<file path="src/rtl/fetch_pc_gen.sv">
// fetch_pc_gen: sequential fetch PC generator with flush redirect and credit-based issue throttling
module fetch_pc_gen #(
  parameter int XLEN = 32,
  parameter logic [XLEN-1:0] RESET_VECTOR = '0,
  parameter int INST_BYTES = 4,
  parameter int MAX_OUTSTANDING = 4,
  localparam int CW = $clog2(MAX_OUTSTANDING + 1)
) (
  input  logic            clock,
  input  logic            reset,
  input  logic            stall_in,
  input  logic            flush_in,
  input  logic [XLEN-1:0] redirect_pc,
  input  logic            resp_ack,
  output logic            pc_valid,
  output logic [XLEN-1:0] pc_addr,
  output logic [CW-1:0]   outstanding,
  output logic            err_underflow
);
  typedef enum logic [1:0] {BOOT, RUN, REDIRECT} state_t;
  localparam logic [CW-1:0] MAX_C = CW'(MAX_OUTSTANDING);
  localparam logic [XLEN-1:0] INC = XLEN'(INST_BYTES);
  state_t state_q, state_d;
  logic [XLEN-1:0] pc_q, pc_d;
  logic [CW-1:0] cnt_q, cnt_d;
  logic valid_q, err_q, issue, dec;
  always_comb begin
    issue = valid_q && !stall_in && !flush_in;
    dec = resp_ack && cnt_q != '0;
    state_d = flush_in ? REDIRECT : (state_q == BOOT || state_q == REDIRECT) ? RUN : state_q;
    pc_d = flush_in ? redirect_pc & ~(INC - XLEN'(1)) : issue ? pc_q + INC : pc_q;
    cnt_d = (issue && !dec) ? cnt_q + CW'(1) : (!issue && dec) ? cnt_q - CW'(1) : cnt_q;
  end
  // pc_valid is precomputed from next state so it leaves a flop
  always_ff @(posedge clock) begin
    if (reset) begin
      state_q <= BOOT;
      pc_q    <= RESET_VECTOR;
      cnt_q   <= '0;
      valid_q <= 1'b0;
      err_q   <= 1'b0;
    end else begin
      state_q <= state_d;
      pc_q    <= pc_d;
      cnt_q   <= cnt_d;
      valid_q <= state_d == RUN && cnt_d < MAX_C;
      err_q   <= err_q | (resp_ack && cnt_q == '0);
    end
  end
  assign pc_valid = valid_q;
  assign pc_addr = pc_q;
  assign outstanding = cnt_q;
  assign err_underflow = err_q;
endmodule

</file>
<file path="config.mk">
export PLATFORM = sky130hd
export DESIGN_NAME = fetch_pc_gen
export DESIGN_NICKNAME = d
export VERILOG_FILES = /design/src/rtl/fetch_pc_gen.sv
export SDC_FILE = /design/constraint.sdc
export NUM_CORES = 1
export LEC_CHECK = 0
export CAP_MARGIN = 20
export CELL_PAD_IN_SITES_DETAIL_PLACEMENT = 0
export CELL_PAD_IN_SITES_GLOBAL_PLACEMENT = 1
export CORE_ASPECT_RATIO = 0.5
export CORE_MARGIN = 10
export CORE_UTILIZATION = 49
export DETAILED_ROUTE_END_ITERATION = 8
export DONT_BUFFER_PORTS = 1
export PLACE_DENSITY = 0.9
export RECOVER_POWER = 25
export SYNTH_ARGS = -nofsm -noshare
export SYNTH_HDL_FRONTEND = slang
export SYNTH_SLANG_ARGS = --single-unit
</file>
<file path="constraint.sdc">
create_clock -name clock -period 4.2 [get_ports clock]
set_input_delay 0.42 -clock clock [delete_from_list [all_inputs] [get_ports clock]]
set_output_delay 0.42 -clock clock [all_outputs]
set_load 0.03 [all_outputs]
</file>
==> impl_results.md <==
- HP Class: input port to flip-flop
- Antenna Nets Post-Route: 0
- Clk_lat worst skew: roughly 0.3 ns
- Post-CTS sizing: 0
- RSZ-0062 raised after global routing: no
- Ranking of synthesized cells by area: dfxtp_1, a311oi_1, nor2_1
- Min Hold Slack: about 0.18 ns
- Worst r2r dst: pc_addr[30]
- Final worst path period need: ~2.5 ns
- Synthesized cell area: between 2000 and 2500 um^2
- Slew HR: 0.129
- Final worst-path cycle share: 0.590
- Primary FF master, synth: dfxtp_1
- Worst hold start: reset
- Die Ht: 67.8 um
- Clock Skews: ~0.0057 ns
- Multi-input gate area: 1350 um^2
- H-Tree Depth: 2
- Post-synthesis sequential area ratio: 0.331
- GRT Residual Overflow: 0
- First-pass GRT wire length: just over 10,000 um
- Top-level I/O count: 74
- Final HPWL DP: roughly 4700 um
- CP Capture Type: flip-flop
- FF+latch count, synth: 37
- Share of cells above drive strength 1: 0.0528
- Synth unique cells: 48
- Setup TNS: 0 ns
- CTS Root Cell: clkbuf_8
- GPL Wtd Cong: roughly 0.83
- # rows: 17
- Worst slew pin tran: 1.31 ns
- Antenna violations before repair: 0
- Hold path endpoint: outstanding[0]
- DR DRC count: 0
- CTS buffer count: 5
- Initial DRC count: 127
- PortBufs: 0
- PwrDens: 430 nW/um^2
- DR vias/cell: 6.38
- CTS tree: done
- Max-cap violations: 0
- Clock sink count: 37
- Critical Path RT: ~4.5 ns
- Worst-case reg-to-reg path depth: 4
- Final Hold Violating Endpoints: 0
- Vias after detailed routing: ~2,100
- Mean Syn Cell Area: a little over 8 um^2
- Initial Util: 0.509
- Worst-path maximum fanout: 46
- EDFF count, synth: 0
- Cts hold-fix bufs: 0
- Total chip power: slightly above 1000 uW
- Final setup viols: 0
- Final nets: approximately 310
- Clk pin slew, worst setup/hold paths: approximately 0.080 ns
- Max IR drop VDD: about 0.26 mV
- WS Path Type: input port to flip-flop
- Slew Viols, Final: 0
- Synth warn: 0
- Crit path DAT: between 2 and 3 ns
- P&R area growth vs syn: 4.97%
- Status: finished clean
- Area leader, netlist: dfxtp_1
- GRT Total Usage: 0.160
- Vias in the first global route: roughly 2,000
- Static Leak: approximately 0.00079 uW
- Achievable Freq: slightly above 0.4 GHz
- Hold Path Stages: 1
- FF-to-FF setup slack: roughly 1.9 ns
- Core area: between 4000 and 5000 um^2
- First-pass iteration count of the detailed router: 4
- Setup bufs post-CTS: 0
- RR Startpoint: pc_addr[17]
- Diode count: 0
- Avg WL per Cell: between 15 and 20 um
- Syn Inst Count: between 200 and 300
- Ys async rst share: 0
- CTS max path bufs: 2
- # fillers: approximately 430
- Post-synth top area share: 0.331
- Flip-flop and latch area: about 740 um^2
- Die ar.: around 7800 um^2
- Final WL: slightly above 6000 um
- Chip width: 116 um
- Startpoint types: input port
- Largest net degree at the start of global routing: 47
==> stage by stage <==
step / instances / setup slack, ns / util / cell area, um^2
3_3_place_gp: 314 / 1.95 / 0.504 / 2220
5_1_grt: 322 / 1.47 / 0.534 / 2350
6_report: 322 / 1.72 / 0.534 / 2350
2_1_floorplan: 274 / 2.24 / - / 2240
4_1_cts: 322 / 1.88 / 0.534 / 2350
3_5_place_dp: 314 / 1.91 / 0.504 / 2220
==> cells in the mapped netlist, types with 6 or more instances <==
cell,count
dfxtp_1,37
o31ai_1,7
a211oi_1,12
or4_1,8
and4_1,10
nand2_1,25
ha_1,6
a311oi_1,13
xnor2_1,8
inv_1,14
nand3_1,6
nor3_1,6
clkbuf_1,9
nand4_1,13
a21oi_1,9
nor2_1,30
==> per-layer routing <==
| layer | vias up | wire length (um) | GRT usage |
|---|---|---|---|
| li1 | 1010 | - | - |
| met1 | 966 | 2670 | 0.195 |
| met2 | 71 | 2720 | 0.254 |
| met3 | 7 | 753 | 0.0698 |
| met4 | 0 | 67 | 0.0464 |
| met5 | - | 0 | 0 |
==> worst max-delay path, stage by stage <==
cell,delay (ns)
inv_1,0.92
nand2_1,0.34
inv_1,0.14
ha_1,0.24
and3b_1,0.19
a21oi_1,0.14
xnor2_1,0.15
and3_1,0.17
==> power breakdown <==
part / leakage (uW) / total [uW] / switching (uW) / internal [uW]
logic: 0.000413 / 134 / 71.7 / 61.8
registers: 0.000307 / 501 / 116 / 385
clock network: 0.0000681 / 376 / 140 / 236
==> how the worst max path moves through the flow <==
stage,startpoint,to,slack (ns),depth (start not counted)
final,flush_in,pc_valid,1.72,8
after global routing,flush_in,pc_valid,1.47,8
after CTS,pc_addr[17],pc_addr[30],1.88,4
after detailed placement,pc_addr[17],pc_addr[30],1.91,4
after global placement,flush_in,pc_valid,1.95,8
after floorplan,pc_addr[2],pc_addr[22],2.24,5
==> cells by family after synthesis <==
kind of cell | synth area share
adders and majority gates | 0.0335
xor gates and xnor gates | 0.0469
and+or+nand+nor | 0.323
other | 0.00167
DFF | 0.331
muxes | 0.00447
buffers and inverters | 0.0687
AOI/OAI and AO/OA | 0.192
==> state kept, by name (all words and copies together), names as in the netlist <==
register / flops
err_underflow: 1
outstanding: 3
pc_addr: 30
pc_valid: 1
state_q: 2
==> cell usage in the layout, fill, tap and decap left out, types with 4 or more instances in the layout <==
cell type,netlist,final
nand3_1,6,6
ha_1,6,6
o31ai_1,7,7
xnor2_1,8,8
and4_1,10,10
or4_1,8,8
o21ai_0,4,4
inv_1,14,15
a211oi_1,12,12
a21oi_1,9,9
xor2_1,4,4
and3_1,5,5
nor2_1,30,30
nor3_1,6,6
a311oi_1,13,13
nand4_1,13,13
nand2_1,25,25
nor2b_1,4,4
dfxtp_1,37,37
clkbuf_8,1,5
==> area by class of cell <==
type | instances | share of cell area
clock inverter | 3 | 0.0277
clock buffer | 5 | 0.0293
multi-input combinational | 205 | 0.574
sequential | 37 | 0.315
inverter | 15 | 0.0239
tap | 57 | 0.0303
No activity file was read; power rests on OpenSTA's default activity.
